**src/rtl/riscv_pkg.sv**
```systemverilog
// Shared RV32I core types and constants.
package riscv_pkg;
  localparam int XLEN       = 32;
  localparam int REG_ADDR_W = 5;

  typedef logic [REG_ADDR_W-1:0] regaddr_t;
  typedef logic [XLEN-1:0]       word_t;

  localparam regaddr_t ZERO_REG = '0;
endpackage

```
**src/rtl/reg_scoreboard.sv**
```systemverilog
// Pending-load scoreboard: one busy bit per register, flush > set > clear.
// Pending exclusion of the register being written depends on REGFILE_BYPASS_EN.
module reg_scoreboard
  import riscv_pkg::*;
#(
  parameter int P_ADDR_W = REG_ADDR_W,
  parameter int P_DEPTH  = 32
) (
  input  logic                i_clk,
  input  logic                i_rst_n,
  input  logic                i_ld_issue_e,
  input  logic [P_ADDR_W-1:0] i_ld_rd_e,
  input  logic                i_we_w,
  input  logic [P_ADDR_W-1:0] i_rd_addr_w,
  input  logic                i_flush,
  input  logic [P_ADDR_W-1:0] i_rs1_addr,
  input  logic [P_ADDR_W-1:0] i_rs2_addr,
  output logic                o_pend1,
  output logic                o_pend2
);
  logic [P_DEPTH-1:0] r_busy;
  logic [P_DEPTH-1:0] w_busy_nxt;
  logic               w_clr;
  logic               w_set;

  assign w_clr = i_we_w && (i_rd_addr_w != P_ADDR_W'(ZERO_REG));
  assign w_set = i_ld_issue_e && (i_ld_rd_e != P_ADDR_W'(ZERO_REG));

  // Set is applied after clear so a newer load to the same register wins.
  always_comb begin
    w_busy_nxt = r_busy;
    if (w_clr) w_busy_nxt[i_rd_addr_w] = 1'b0;
    if (w_set) w_busy_nxt[i_ld_rd_e] = 1'b1;
    if (i_flush) w_busy_nxt = '0;
    w_busy_nxt[0] = 1'b0;
  end

  always_ff @(posedge i_clk or negedge i_rst_n) begin
    if (!i_rst_n) r_busy <= '0;
    else          r_busy <= w_busy_nxt;
  end

  always_comb begin
    o_pend1 = r_busy[i_rs1_addr] && (i_rs1_addr != P_ADDR_W'(ZERO_REG));
    o_pend2 = r_busy[i_rs2_addr] && (i_rs2_addr != P_ADDR_W'(ZERO_REG));
`ifdef REGFILE_BYPASS_EN
    // The bypass supplies the value being written, so it is not pending.
    if (w_clr && (i_rd_addr_w == i_rs1_addr)) o_pend1 = 1'b0;
    if (w_clr && (i_rd_addr_w == i_rs2_addr)) o_pend2 = 1'b0;
`endif
  end
endmodule

```
**src/rtl/reg_file.sv**
```systemverilog
// RV32I integer register file with two combinational read ports and load-use stall.
// Optional write-through bypass enabled by REGFILE_BYPASS_EN.
module reg_file
  import riscv_pkg::*;
#(
  parameter int P_WIDTH  = XLEN,
  parameter int P_ADDR_W = REG_ADDR_W,
  parameter int P_DEPTH  = 32
) (
  input  logic                i_clk,
  input  logic                i_rst_n,
  input  logic [P_ADDR_W-1:0] i_rs1_addr_d,
  input  logic [P_ADDR_W-1:0] i_rs2_addr_d,
  output logic [P_WIDTH-1:0]  o_rs1_data_d,
  output logic [P_WIDTH-1:0]  o_rs2_data_d,
  input  logic                i_we_w,
  input  logic [P_ADDR_W-1:0] i_rd_addr_w,
  input  logic [P_WIDTH-1:0]  i_result_w,
  input  logic                i_ld_issue_e,
  input  logic [P_ADDR_W-1:0] i_ld_rd_e,
  input  logic                i_flush,
  output logic                o_stall_d
);
  logic [P_WIDTH-1:0] r_regs [P_DEPTH];
  logic               w_wr_en;
  logic               w_pend1;
  logic               w_pend2;

  assign w_wr_en = i_we_w && (i_rd_addr_w != P_ADDR_W'(ZERO_REG));

  always_ff @(posedge i_clk or negedge i_rst_n) begin
    if (!i_rst_n) begin
      for (int i = 0; i < P_DEPTH; i++) r_regs[i] <= '0;
    end else if (w_wr_en) begin
      r_regs[i_rd_addr_w] <= i_result_w;
    end
  end

  always_comb begin
    o_rs1_data_d = r_regs[i_rs1_addr_d];
    o_rs2_data_d = r_regs[i_rs2_addr_d];
`ifdef REGFILE_BYPASS_EN
    if (w_wr_en && (i_rd_addr_w == i_rs1_addr_d)) o_rs1_data_d = i_result_w;
    if (w_wr_en && (i_rd_addr_w == i_rs2_addr_d)) o_rs2_data_d = i_result_w;
`endif
    if (i_rs1_addr_d == P_ADDR_W'(ZERO_REG)) o_rs1_data_d = '0;
    if (i_rs2_addr_d == P_ADDR_W'(ZERO_REG)) o_rs2_data_d = '0;
  end

  reg_scoreboard #(
    .P_ADDR_W (P_ADDR_W),
    .P_DEPTH  (P_DEPTH)
  ) u_scoreboard (
    .i_clk        (i_clk),
    .i_rst_n      (i_rst_n),
    .i_ld_issue_e (i_ld_issue_e),
    .i_ld_rd_e    (i_ld_rd_e),
    .i_we_w       (i_we_w),
    .i_rd_addr_w  (i_rd_addr_w),
    .i_flush      (i_flush),
    .i_rs1_addr   (i_rs1_addr_d),
    .i_rs2_addr   (i_rs2_addr_d),
    .o_pend1      (w_pend1),
    .o_pend2      (w_pend2)
  );

  assign o_stall_d = w_pend1 | w_pend2;
endmodule

```
**config.mk**
```make
export PLATFORM = sky130hd
export DESIGN_NAME = reg_file
export DESIGN_NICKNAME = d
export VERILOG_FILES = /design/src/rtl/riscv_pkg.sv /design/src/rtl/reg_scoreboard.sv /design/src/rtl/reg_file.sv
export SDC_FILE = /design/constraint.sdc
export NUM_CORES = 2
export LEC_CHECK = 0
export CAP_MARGIN = 25
export CORE_MARGIN = 2
export CORE_UTILIZATION = 50
export CTS_BUF_LIST = sky130_fd_sc_hd__clkbuf_4 sky130_fd_sc_hd__clkbuf_8
export CTS_CLUSTER_DIAMETER = 150
export DETAILED_ROUTE_END_ITERATION = 6
export PLACE_DENSITY = 0.65
export SLEW_MARGIN = 15
export SYNTH_ARGS = -nofsm -noshare
export SYNTH_HDL_FRONTEND = slang
export SYNTH_SLANG_ARGS = --single-unit
```
**constraint.sdc**
```tcl
create_clock -name i_clk -period 2.1 [get_ports i_clk]
set_input_delay 0.21 -clock i_clk [delete_from_list [all_inputs] [get_ports i_clk]]
set_output_delay 0.21 -clock i_clk [all_outputs]
set_load 0.02 [all_outputs]
```
==> out/summary.txt <==
result of the run = complete, but fails checks
failing checks = negative setup slack
post-synthesis cell count = 3,606
relative slew slack = 46.6%
multiplexer share of the synthesized area = 42.7%
vertical die dimension = 339 um
average wire length per cell after detail routing = 33.0 um
via count of the first global-routing pass = 41,400
peak per-stage delay on the critical path = 530 ps
post-route cell area = 0.0693 mm^2
final count of negative-setup-slack endpoints = 65
number of placed cells counting well taps = 5,466
delay-heaviest family, CP = simple AND/OR/NAND/NOR gates
Post-DP HPWL = 129,000 um
highest achievable clock rate = 0.341 GHz
flip-flop cell with the highest count after synthesis = dfrtp_1
final routed wirelength across all metal layers = 191,000 um
DRC violations left = 0
ys async rst share = 100%
Top Ports = 122
terminus of the critical flop-to-flop path = r_regs[835]
First DRT Iteration DRCs = 3,664
effective utilization at floorplan = 50.5%
core utilization of the finished layout = 62.4%
WHS = 95.0 ps
later-pin clock latency in the skew report = 840 ps
Total Die Area = 0.115 mm^2
pin count of the biggest net entering global routing = 93
Final Wtd Congestion = 0.952
Peak supply drop = 0.000596 V
Critical Path Slowest Stage Cell = or4bb_1
via count of the routed design = 38,800
quantity of I/O buffers inserted on ports = 121
R2R setup slack = 1060 ps
CTS Root Buffer Type = clkbuf_8
CP bufs+invs = 1
slew of the pin with the lowest slew margin = 802 ps
XOR/XNOR Fraction of Synth Area = 0%
Post-Syn Area per Cell = 15.6 um^2
crit path setup slack, layout = -830 ps
Data required, critical path = 1890 ps
Final Slew Violations = 0
buffer depth of the longest clock path = 3
total gr overflow = 0
final cell count without fillers = 5,794
H-tree lvl count = 4
portion of synthesized cell area occupied by the leading cell type = 47.1%
adder and majority gate portion of the synthesized area = 0%
standard cell core area = 0.111 mm^2
kind of path behind the tightest hold check = primary input to async pin
post-route ant nets = 0
Yosys warning total = 0
setup repair after global routing missed its margin = yes
sum of negative setup slack = -35,870 ps
worst-case clock skew = 0 ps
number of clock buffers inserted by TritonCTS = 180
number of flops mapped to enable cells by yosys = 0
row count = 122
count of final hold-check violations = 0
kind of start point of the critical path = flip-flop
Register-to-Register Path Depth = 3
number of antenna violations at the first check in global routing = 4
worst setup path category = flip-flop to output port
Final Total Pwr = 61.6 mW
count of max-cap constraint violations = 0
simple logic cell fraction of the synthesized area = 1.68%
sink count of the clock tree = 1,055
total of fill cells in the finished design = 8,151
post-synthesis cell area = 0.0561 mm^2
share of cells above drive strength 1 = 64.0%
Chip Width = 339 um
largest cells by area after synthesis = dfrtp_1, mux4_2, mux2_2
library cell with the largest summed area after synthesis = dfrtp_1
post-synthesis compound-gate area fraction = 4.46%
total power density per cell area = 890 mW/mm^2
period utilization = 140%
number of flip-flops and latches in the synthesized netlist = 1,055
number of nets in the finished design = 4,233
Seq/Total Area, Yosys = 47.1%
Area Overhead vs Synth = 23.5%
post-CTS clock slew at the launch and capture registers of the worst setup and hold paths = 60 ps
worst slack at placement = -882 ps
maximum fanout encountered on the critical timing path = 3
wire length of the first global-routing pass = 283,000 um
category of the worst setup path capture point = output port
clock tree from TritonCTS = done
count of distinct cell types in the synthesized netlist = 49
WP data arrival = 2720 ps
net count of the mapped netlist = 3,663
leakage power summed over all cells = 30.3 nW
placed cell areas = 0.0643 mm^2
1st-pass router iterations = 6
global routing usage summed across all routing layers = 33.5%
DR vias/cell = 6.70
fin crit period = 2930 ps
main combinational cell family by area after synthesis = multiplexers
FF-to-FF Start = r_regs[835]
worst path cell trace = mux4_2, or4bb_1, o311ai_2, o21ai_2, buf_6
[placed cells by master (no fill, tap or decap), drive strengths merged, types with 2 or more instances in the layout]
cell and instances:
dfrtp 1055, mux2 994, buf 766, mux4 526, clkbuf 284, a22oi 108, mux2i 84, nand2 83
o22ai 65, nor2 48, clkdlybuf4s50 46, a211o 45, a31oi 44, a2111oi 21, o2111a 20, nor2b 16
clkinv 13, nor3 12, nand2b 10, a21oi 9, clkinvlp 9, and2 8, o21ai 6, nand3 6
a32oi 3, bufinv 3, nor4b 3, inv 3, and3 2, and3b 2, nor4 2
[report_power, final]
group | switching [mW] | internal, mW | leakage (nW)
Clock | 8.68 | 11.1 | 2.01
Combinational | 6.09 | 8.92 | 14.8
Sequential | 2.76 | 24.1 | 13.6
[logic make-up (layout without fill, tap and decap cells)]
family | Yosys count | after routing
DFF | 1055 | 1055
and+or+nand+nor | 195 | 195
buffers and inverters | 426 | 1125
muxes | 1604 | 1604
other | 0 | 1
AOI/OAI and AO/OA | 326 | 326
[worst max path at each step]
stage / from / endpoint / cells after the start
finish: u_scoreboard.r_busy[25] / o_stall_d / 5
global route: u_scoreboard.r_busy[27] / o_stall_d / 5
CTS: u_scoreboard.r_busy[27] / o_stall_d / 5
detailed placement: i_rs2_addr_d[3] / o_rs2_data_d[27] / 10
global placement: i_rs2_addr_d[3] / o_rs2_data_d[27] / 10
floorplan: i_rs2_addr_d[0] / o_rs2_data_d[10] / 7
[area by class of cell]
cell class                 instances  area [um^2]  area share (%)
multi-input combinational       2125        28700            41.5
sequential                      1055        26400            38.1
timing repair buffer             813         8480            12.2
clock buffer                     284         3560            5.14
tap                             1488         1860            2.69
clock inverter                    27          251           0.363
inverter                           1         3.75         0.00542
antenna                            1         2.50         0.00361
[worst min-delay path, delay by kind of cell]
family                 cells  cell delay [ps]
buffers and inverters      3             1080
[per-layer routing]
metal | global-route usage (%) | share of wire (%) | up-vias
met5 | 0 | 0.013 | -
met4 | 14.7 | 4.6 | 4
met3 | 8.34 | 9.3 | 572
met2 | 50.0 | 45 | 2106
met1 | 46.8 | 41 | 20900
li1 | - | - | 15300
[cells in the mapped netlist (2+ instances only)]
library cell  count
a2111oi_0        11
a2111oi_2        10
a211o_1          45
a21oi_1           9
a22oi_1         108
a31oi_1          44
a32oi_1           3
and2_1            8
and3_1            2
and3b_1           2
buf_1             3
buf_2           154
buf_4            18
buf_6            46
buf_8             4
clkbuf_1        197
dfrtp_1        1055
mux2_1           27
mux2_2          967
mux2i_1          84
mux4_1           22
mux4_2          504
nand2_1          83
nand2b_1         10
nand3_1           6
nor2_1           47
nor2b_1          16
nor3_1            6
nor3_2            6
nor4_2            2
nor4b_2           2
o2111a_1         20
o21ai_0           5
o22ai_1          65
[timing repair]
| item | CTS | global route |
|---|---|---|
| hold buffers | 2 | 0 |
| setup endpoints to repair | 65 | 65 |
| resized for setup | 434 | 49 |
| setup buffers | 20 | 17 |
| pin swaps | 75 | 35 |
| endpoints found under the hold margin | 1040 | 0 |
[flip-flops by register name, indices dropped and copies added, names as in the netlist]
signal / flops
u_scoreboard.r_busy: 31
r_regs: 1024
No activity file was read; power rests on OpenSTA's default activity.
